File: src/rtl/receiver_pkg.sv
// Shared types for the receiver burst scheduler: output packet beat and scheduler state.
package receiver_pkg;
  localparam int DEF_DATA_W  = 14;
  localparam int DEF_LEN_W   = 12;
  localparam int DEF_BURST_W = 8;
  localparam int DEF_OVR_W   = 16;

  typedef struct packed {
    logic                  SoP;
    logic                  EoP;
    logic [DEF_DATA_W-1:0] Data;
    logic                  Valid;
  } PACKET;

  typedef enum logic [1:0] {IDLE, SAMPLING, GAP} sched_state_e;
endpackage

File: src/rtl/receiver_burst_scheduler_if.sv
// Sample-in / packet-out bus of the burst scheduler; master drives config and samples.
interface receiver_burst_scheduler_if
  import receiver_pkg::*;
#(
  parameter int LEN_W   = DEF_LEN_W,
  parameter int BURST_W = DEF_BURST_W,
  parameter int OVR_W   = DEF_OVR_W
);
  logic                  ipEnable;
  logic [LEN_W-1:0]      ipPacketLength;
  logic [LEN_W-1:0]      ipGapSamples;
  logic [BURST_W-1:0]    ipBurstCount;
  logic                  ipTrigger;
  logic [DEF_DATA_W-1:0] ipSampleData;
  logic                  ipSampleValid;
  PACKET                 opPacket;
  logic [BURST_W-1:0]    opPacketIndex;
  logic                  opBusy;
  logic                  opDone;
  logic [OVR_W-1:0]      opOverrunCount;

  modport master (
    output ipEnable, ipPacketLength, ipGapSamples, ipBurstCount, ipTrigger,
           ipSampleData, ipSampleValid,
    input  opPacket, opPacketIndex, opBusy, opDone, opOverrunCount
  );
  modport slave (
    input  ipEnable, ipPacketLength, ipGapSamples, ipBurstCount, ipTrigger,
           ipSampleData, ipSampleValid,
    output opPacket, opPacketIndex, opBusy, opDone, opOverrunCount
  );
endinterface

File: src/rtl/receiver_burst_scheduler.sv
// Cuts the ADC sample stream into a burst of fixed-length packets with gaps per trigger,
// counting triggers that land while a burst is still running.
module receiver_burst_scheduler
  import receiver_pkg::*;
#(
  parameter int LEN_W   = DEF_LEN_W,
  parameter int BURST_W = DEF_BURST_W,
  parameter int OVR_W   = DEF_OVR_W
) (
  input logic ipClk,
  input logic ipReset,
  receiver_burst_scheduler_if.slave bus
);
  sched_state_e       state_q, state_d;
  logic [LEN_W-1:0]   n_q, n_d, g_q, g_d, len_q, len_d, gap_q, gap_d;
  logic [BURST_W-1:0] k_q, k_d, cnt_q, cnt_d, idx_q, idx_d;
  logic [OVR_W-1:0]   ovr_q, ovr_d;
  PACKET              pkt_q, pkt_d;
  logic               done_q, done_d;
  logic               accept, last_beat;

  assign accept    = bus.ipTrigger && bus.ipEnable &&
                     (bus.ipPacketLength != '0) && (bus.ipBurstCount != '0);
  assign last_beat = (n_q == len_q - LEN_W'(1));

  always_comb begin
    state_d   = state_q;
    n_d       = n_q;
    g_d       = g_q;
    k_d       = k_q;
    len_d     = len_q;
    gap_d     = gap_q;
    cnt_d     = cnt_q;
    idx_d     = idx_q;
    pkt_d     = pkt_q;
    pkt_d.Valid = 1'b0;
    done_d    = 1'b0;
    ovr_d     = ovr_q;

    // Any trigger outside Idle is dropped, including one on the final sample.
    if (bus.ipTrigger && (state_q != IDLE) && (ovr_q != '1))
      ovr_d = ovr_q + OVR_W'(1);

    case (state_q)
      IDLE: begin
        if (accept) begin
          state_d = SAMPLING;
          n_d     = '0;
          g_d     = '0;
          k_d     = '0;
          len_d   = bus.ipPacketLength;
          gap_d   = bus.ipGapSamples;
          cnt_d   = bus.ipBurstCount;
        end
      end
      SAMPLING: begin
        if (bus.ipSampleValid) begin
          pkt_d.Valid = 1'b1;
          pkt_d.Data  = bus.ipSampleData;
          pkt_d.SoP   = (n_q == '0);
          pkt_d.EoP   = last_beat;
          idx_d       = k_q;
          n_d         = n_q + LEN_W'(1);
          if (last_beat) begin
            n_d = '0;
            if (k_q == cnt_q - BURST_W'(1)) begin
              state_d = IDLE;
              done_d  = 1'b1;
            end else if (!bus.ipEnable) begin
              state_d = IDLE;
            end else if (gap_q == '0) begin
              k_d = k_q + BURST_W'(1);
            end else begin
              state_d = GAP;
              g_d     = '0;
            end
          end
        end
      end
      GAP: begin
        if (!bus.ipEnable) begin
          state_d = IDLE;
        end else if (bus.ipSampleValid) begin
          g_d = g_q + LEN_W'(1);
          if (g_q == gap_q - LEN_W'(1)) begin
            state_d = SAMPLING;
            g_d     = '0;
            k_d     = k_q + BURST_W'(1);
          end
        end
      end
      default: state_d = IDLE;
    endcase
  end

  always_ff @(posedge ipClk) begin
    if (ipReset) begin
      state_q <= IDLE;
      n_q     <= '0;
      g_q     <= '0;
      k_q     <= '0;
      len_q   <= '0;
      gap_q   <= '0;
      cnt_q   <= '0;
      idx_q   <= '0;
      pkt_q   <= '0;
      done_q  <= 1'b0;
      ovr_q   <= '0;
    end else begin
      state_q <= state_d;
      n_q     <= n_d;
      g_q     <= g_d;
      k_q     <= k_d;
      len_q   <= len_d;
      gap_q   <= gap_d;
      cnt_q   <= cnt_d;
      idx_q   <= idx_d;
      pkt_q   <= pkt_d;
      done_q  <= done_d;
      ovr_q   <= ovr_d;
    end
  end

  // Busy tracks the state register so it drops with the final EoP beat.
  assign bus.opBusy         = (state_q != IDLE);
  assign bus.opPacket       = pkt_q;
  assign bus.opPacketIndex  = idx_q;
  assign bus.opDone         = done_q;
  assign bus.opOverrunCount = ovr_q;
endmodule
File: src/flat_wrapper.sv
// flat-port wrapper written by rule: the top's interface ports become plain ports
module receiver_burst_scheduler_flat import receiver_pkg::*;
#(
  parameter int LEN_W   = DEF_LEN_W,
  parameter int BURST_W = DEF_BURST_W,
  parameter int OVR_W   = DEF_OVR_W
)
  (ipClk, ipReset, bus_ipEnable, bus_ipPacketLength, bus_ipGapSamples, bus_ipBurstCount, bus_ipTrigger, bus_ipSampleData, bus_ipSampleValid, bus_opPacket, bus_opPacketIndex, bus_opBusy, bus_opDone, bus_opOverrunCount);
  receiver_burst_scheduler_if #(.LEN_W(LEN_W), .BURST_W(BURST_W), .OVR_W(OVR_W)) bus_i ();
  input logic ipClk;
  input logic ipReset;
  input wire logic [$bits(bus_i.ipEnable)-1:0] bus_ipEnable;
  input wire logic [$bits(bus_i.ipPacketLength)-1:0] bus_ipPacketLength;
  input wire logic [$bits(bus_i.ipGapSamples)-1:0] bus_ipGapSamples;
  input wire logic [$bits(bus_i.ipBurstCount)-1:0] bus_ipBurstCount;
  input wire logic [$bits(bus_i.ipTrigger)-1:0] bus_ipTrigger;
  input wire logic [$bits(bus_i.ipSampleData)-1:0] bus_ipSampleData;
  input wire logic [$bits(bus_i.ipSampleValid)-1:0] bus_ipSampleValid;
  output wire logic [$bits(bus_i.opPacket)-1:0] bus_opPacket;
  output wire logic [$bits(bus_i.opPacketIndex)-1:0] bus_opPacketIndex;
  output wire logic [$bits(bus_i.opBusy)-1:0] bus_opBusy;
  output wire logic [$bits(bus_i.opDone)-1:0] bus_opDone;
  output wire logic [$bits(bus_i.opOverrunCount)-1:0] bus_opOverrunCount;
  assign bus_i.ipEnable = bus_ipEnable;
  assign bus_i.ipPacketLength = bus_ipPacketLength;
  assign bus_i.ipGapSamples = bus_ipGapSamples;
  assign bus_i.ipBurstCount = bus_ipBurstCount;
  assign bus_i.ipTrigger = bus_ipTrigger;
  assign bus_i.ipSampleData = bus_ipSampleData;
  assign bus_i.ipSampleValid = bus_ipSampleValid;
  assign bus_opPacket = bus_i.opPacket;
  assign bus_opPacketIndex = bus_i.opPacketIndex;
  assign bus_opBusy = bus_i.opBusy;
  assign bus_opDone = bus_i.opDone;
  assign bus_opOverrunCount = bus_i.opOverrunCount;
  receiver_burst_scheduler #(.LEN_W(LEN_W), .BURST_W(BURST_W), .OVR_W(OVR_W)) u_core (.ipClk(ipClk), .ipReset(ipReset), .bus(bus_i));
endmodule
File: config.mk
export PLATFORM = sky130hd
export DESIGN_NAME = receiver_burst_scheduler_flat
export DESIGN_NICKNAME = d
export VERILOG_FILES = /design/src/rtl/receiver_pkg.sv /design/src/rtl/receiver_burst_scheduler_if.sv /design/src/rtl/receiver_burst_scheduler.sv /design/src/flat_wrapper.sv
export SDC_FILE = /design/constraint.sdc
export NUM_CORES = 1
export LEC_CHECK = 0
export CAP_MARGIN = 20
export CORE_UTILIZATION = 40
export DETAILED_ROUTE_END_ITERATION = 8
export PLACE_DENSITY = 0.7
export RECOVER_POWER = 25
export SLEW_MARGIN = 15
export SYNTH_ARGS = -nofsm -noshare
export SYNTH_HDL_FRONTEND = slang
export SYNTH_SLANG_ARGS = --single-unit
File: constraint.sdc
create_clock -name ipClk -period 4.1 [get_ports ipClk]
set_input_delay 0.82 -clock ipClk [delete_from_list [all_inputs] [get_ports ipClk]]
set_output_delay 0.82 -clock ipClk [all_outputs]
set_load 0.005 [all_outputs]
-- After elaboration in Yosys (flattened, before gate mapping)
Cells that the tools add are included.
- flip-flop bits (word level): 108
- bits in latches: 0
- memory bits (writable): 0
- memory bits (read-only): 0
- bits of input ports: 51
- output and inout bits: 43
- memories: 0
- add/subtract/negate cells: 7
- $mul: 0
- div/mod/pow operators: 0
- order comparisons: 0
- eq/ne operators: 19
- shifts and indexed selects: 0
- muxes and demuxes: 35
- bitwise gates (word level): 3
- reduce and logical (&&, ||, !) cells: 21
- operators with widths (kind ; count):
    12-bit two-way mux ; 11
    8-bit two-way mux ; 9
    12-bit case mux with 3 select lines ; 1
    12-bit by 1-bit adder with 12-bit output, second input constant ; 2
    12-bit equality test ; 2
    12-bit logical NOT ; 2
    12-bit case mux with 2 select lines ; 1
    8-bit case mux with 3 select lines ; 1
    12-bit by 1-bit subtractor with 12-bit output, second input constant ; 2
    2-bit two-way mux ; 9
    16-bit by 1-bit adder with 16-bit output, second input constant ; 1
    16-bit != test, second input constant ; 1
    2-bit != test, second input constant ; 6
    12-bit nonzero test ; 1
    10-bit AND reduction ; 1
    9-bit AND reduction ; 1
    8-bit by 1-bit adder with 8-bit output, second input constant ; 1
    8-bit equality test ; 1
    2-bit by 1-bit != test with 1-bit output, second input constant ; 4
    8-bit nonzero test ; 1
    8-bit by 1-bit subtractor with 8-bit output, second input constant ; 1
    2-bit case mux with 3 select lines ; 1
    6-bit AND reduction ; 1
    1-bit logical AND ; 5
    other kinds (14) ; 19

-- Logic depth before layout (Yosys ltp)
Gate-level depths: netlist of the first run.
- word-level depth: 7
- gate-level depth with buffers: 12

-- Worst setup path before layout of the first run
OpenSTA, ideal clock, no wires.
- path type: reg-to-reg
- start point: register u_core.len_q[0]
- end point: register u_core.state_q[0]
- arrival time: 3.056 ns
- required time: 4.030 ns
- setup slack: 0.974 ns
- stages on the path, launching flop included: 11
- buffers on the path: 0
- clock period less this slack: 3.126 ns
- cell sequence: dfxtp_1 -> inv_1 -> ha_1 -> nand2b_1 -> o211a_1 -> o31a_1 -> or4_4 -> or3_4 -> o31a_1 -> or4_1 -> a21oi_1
- word-level cells in the longest chain between the ends: 4
- ends and longest elaborated chain (element ; line ; source):
    from (decl) ; receiver_burst_scheduler.sv:15 ; logic [LEN_W-1:0] n_q, n_d, g_q, g_d, len_q, len_d, gap_q, gap_d;
    from (signal assigned) ; receiver_burst_scheduler.sv:114 ; len_q <= len_d;
    12-bit by 1-bit subtractor with 12-bit output ; receiver_burst_scheduler.sv:24 ; assign last_beat = (n_q == len_q - LEN_W'(1));
    12-bit equality test ; receiver_burst_scheduler.sv:24 ;
    2-bit by 1-bit != test with 1-bit output (no source line) ; n/a ;
    6-bit AND reduction (no source line) ; n/a ;
    to (signal assigned) ; receiver_burst_scheduler.sv:110 ; state_q <= state_d;
    to (decl) ; receiver_burst_scheduler.sv:14 ; sched_state_e state_q, state_d;
Every way passes these cells.
A chain may end at the register's enable or synchronous reset.

-- Final worst setup path of the first run
- start point: register u_core.len_q[0]
- end point: register u_core.g_q[7]
- word-level cells in the longest chain between the ends: 4
- ends and longest elaborated chain (element ; line ; source):
    12-bit by 1-bit subtractor with 12-bit output ; receiver_burst_scheduler.sv:24 ;
    12-bit equality test ; receiver_burst_scheduler.sv:24 ;
    2-bit by 1-bit != test with 1-bit output (no source line) ; n/a ;
    9-bit AND reduction (no source line) ; n/a ;
    to (signal assigned) ; receiver_burst_scheduler.sv:112 ; g_q <= g_d;
    to (decl) ; receiver_burst_scheduler.sv:15 ;
Every way passes these cells.

==> results.sh, run 1 <==
export IMPL_path_clk_slew_ns=0.07
export IMPL_crit_required_ns=4.39
export IMPL_synth_compound_area_share_pct=12.3
export IMPL_synthSimpleGateAreaFrac_pct=26.3
export IMPL_synth_top_area_share_pct=38.3
export IMPL_dpl_cell_area_um2=6700
export IMPL_multi_input_area_um2=3250
export IMPL_viasPerCell=5.28
export IMPL_die_w_um=121
export IMPL_yosys_area_share_adder_pct=2.66
export IMPL_die_h_um=121
export IMPL_cts_buffers=9
export IMPL_mostFrequentLayoutCells="108 x dfxtp_1, 92 x nor2_1, 75 x nand2_1"
export IMPL_first_pass_iters=4
export IMPL_power_leakage_uw=0.00279
export IMPL_vdd_drop_max_mv=0.178
export IMPL_grt_pass1_vias=4532
export IMPL_synth_ff_type="dfxtp_1"
export IMPL_hold_class="reg -> reg"
export IMPL_ios=94
export IMPL_pwr_density_cell_nw_per_um2=394
export IMPL_fin_tns_setup_ns=0
export IMPL_maxSlewViolCount=0
export IMPL_synth_seq_cells=108
export IMPL_syn_area_per_cell_um2=8.31
export IMPL_synth_xor_area_share_pct=9.78
export IMPL_overflow=0
export IMPL_crit_path_max_fanout=11
export IMPL_synth_top_family_by_area="simple AND/OR/NAND/NOR gates"
export IMPL_seq_area_um2=2160
export IMPL_cts_max_level=3
export IMPL_antenna_found_initial=0
export IMPL_vias=4969
export IMPL_crit_arrival_ns=3.85
export IMPL_layout_commonest_cell="dfxtp_1"
export IMPL_dp_slack_ns=0.543
export IMPL_antenna_cells=0
export IMPL_cts_setup_buffers=0
export IMPL_nets=821
export IMPL_port_buffer_count=93
export IMPL_ctsHoldBuffers=0
export IMPL_drc=0
export IMPL_clock_latency_ns=0.36
export IMPL_netlist_instances=679
export IMPL_setup_viol=0
export IMPL_syn2layout_area_growth_pct=23.6
export IMPL_tightest_slew_ns=0.852
export IMPL_synth_top_area_cell="dfxtp_1"
export IMPL_fin_area_um2=6970
export IMPL_initial_core_util_pct=40.8
export IMPL_crit_type="reg -> reg"
export IMPL_clock_path_buffers=2
export IMPL_std_cell_rows=43
export IMPL_status="finished clean"
export IMPL_root_buffer="clkbuf_16"
export IMPL_seq_area_frac_synth_pct=38.3
export IMPL_fin_ws_ns=0.543
export IMPL_layout_drive_gt1_share_pct=4.07
export IMPL_hpwl_um=9850
export IMPL_core_um2=13800
export IMPL_synth_warnings=0
export IMPL_synthTopCellsByArea="dfxtp_1 38%, xor2_1 6.4%, mux2i_1 6.2%, nor2_1 6.1%, nand2_1 5.0%"
export IMPL_routedWlPerCell_um=13.9
export IMPL_grt_pass1_wl_um=21700
export IMPL_grt_setup_unrepaired="false"
export IMPL_drv_cap=0
export IMPL_fillerInstances=1265
export IMPL_synthMuxAreaShare_pct=6.41
export IMPL_die_area_um2=14600
export IMPL_fin_crit_sh_pct=86.8
export IMPL_synth_distinct_cells=68
export IMPL_timing_final_hold_violations=0
export IMPL_maxSlewHeadroom_pct=42.9
export IMPL_track_usage_pct=18.7
export IMPL_drt_total_wl_um=13100
export IMPL_async_reset_ff_share_pct=0
export IMPL_cts_tree="built"
export IMPL_syn_cell_area_um2=5640
export IMPL_fin_crit_ns=3.56
export IMPL_synth_edf_count=0
export IMPL_cts_sinks=108
export IMPL_cts_resized=0
export IMPL_syn_nets=742
export IMPL_grt_max_degree=40
export IMPL_worstSetupStartpointType="flop"
export IMPL_fmax_ghz=0.281
export IMPL_antenna_left=0
export IMPL_end_kind="flop"
export IMPL_globalplace_congestion=0.859
export IMPL_initialDrtViolationCount=242
export IMPL_clock_skew_ns=0.00672
[cell usage after synthesis (5+ instances only)]
master and number:
dfxtp_1 108, nor2_1 92, nand2_1 75, a21oi_1 47, xor2_1 41, mux2i_1 35
inv_1 27, clkbuf_1 23, xnor2_1 22, nand3_1 19, nor4_1 14, or3_1 14
nand4_1 13, o21ai_0 13, ha_1 12, nor3_1 12, and3_1 11, and2_1 6
o211ai_1 5, or4_1 5
[metrics by stage]
| step | power, uW | instances | util [%] | hold WS [ns] |
|---|---|---|---|---|
| 6_report | 2750 | 941 | 50.4 | 0.451 |
| 5_1_grt | 2910 | 941 | 50.4 | 0.475 |
| 3_5_place_dp | 1940 | 927 | 48.5 | 0.449 |
| 3_3_place_gp | 1910 | 927 | 48.5 | 0.441 |
| 4_1_cts | 2790 | 941 | 50.4 | 0.459 |
| 2_1_floorplan | 1710 | 679 | - | 0.448 |
[worst paths after layout]
path	cells after the start	end	from	slack, ns
worst min-delay path	2	u_core.bus.opPacket[16]	u_core.bus.opPacket[16]	0.45
worst max-delay path	10	u_core.g_q[7]	u_core.len_q[0]	0.54
worst max register to register	10	u_core.g_q[7]	u_core.len_q[0]	0.54
worst min register to register	2	u_core.bus.opPacket[16]	u_core.bus.opPacket[16]	0.45
[area by class of cell]
class                      count  share of cell area [%]
multi-input combinational    514                    46.6
sequential                   108                    31.0
timing repair buffer          98                    13.8
clock buffer                  12                    3.39
tap                          180                    3.23
inverter                      27                    1.45
clock inverter                 2                   0.538
[routing by layer]
layer	vias up	routed length, um	global-route usage [%]
met5	-	0	0
met4	0	212	6.64
met3	14	589	3.68
met2	99	6260	31.4
met1	2329	6000	23.8
li1	2527	-	-
[critical path, cell delays in order (launching register included)]
cell	delay, ns
dfxtp_1	0.43
inv_1	0.07
ha_1	0.27
nand2b_1	0.19
o211a_1	0.15
o31a_1	0.23
or4_4	0.56
o41ai_4	0.53
nand2_1	0.33
or4_1	0.57
a21oi_1	0.16
[cell families after synthesis]
logic type	count (synthesis)
muxes	36
xor gates and xnor gates	63
buffers and inverters	57
DFF	108
adders and majority gates	12
AOI/OAI and AO/OA	105
and+or+nand+nor	298
[sequential cells by signal, summed over array words and instances, names as in the netlist]
name,cells
u_core.bus.opDone,1
u_core.bus.opOverrunCount,16
u_core.bus.opPacket,17
u_core.bus.opPacketIndex,8
u_core.cnt_q,8
u_core.g_q,12
u_core.gap_q,12
u_core.k_q,8
u_core.len_q,12
u_core.n_q,12
u_core.state_q,2
[power by group]
| group | total (uW) | leakage (uW) | switching [uW] | internal (uW) |
|---|---|---|---|---|
| registers | 1180 | 0.000875 | 72.9 | 1110 |
| clock network | 844 | 0.000129 | 376 | 468 |
| logic | 723 | 0.00179 | 402 | 321 |
No activity file was read; power rests on OpenSTA's default activity.
==> run 2: changes to the inputs <==
CTS_CLUSTER_DIAMETER = 50   (was unset)
==> results of run 2 <==
Same layout as run 1: the final DEF is identical, and so are final timing and power.
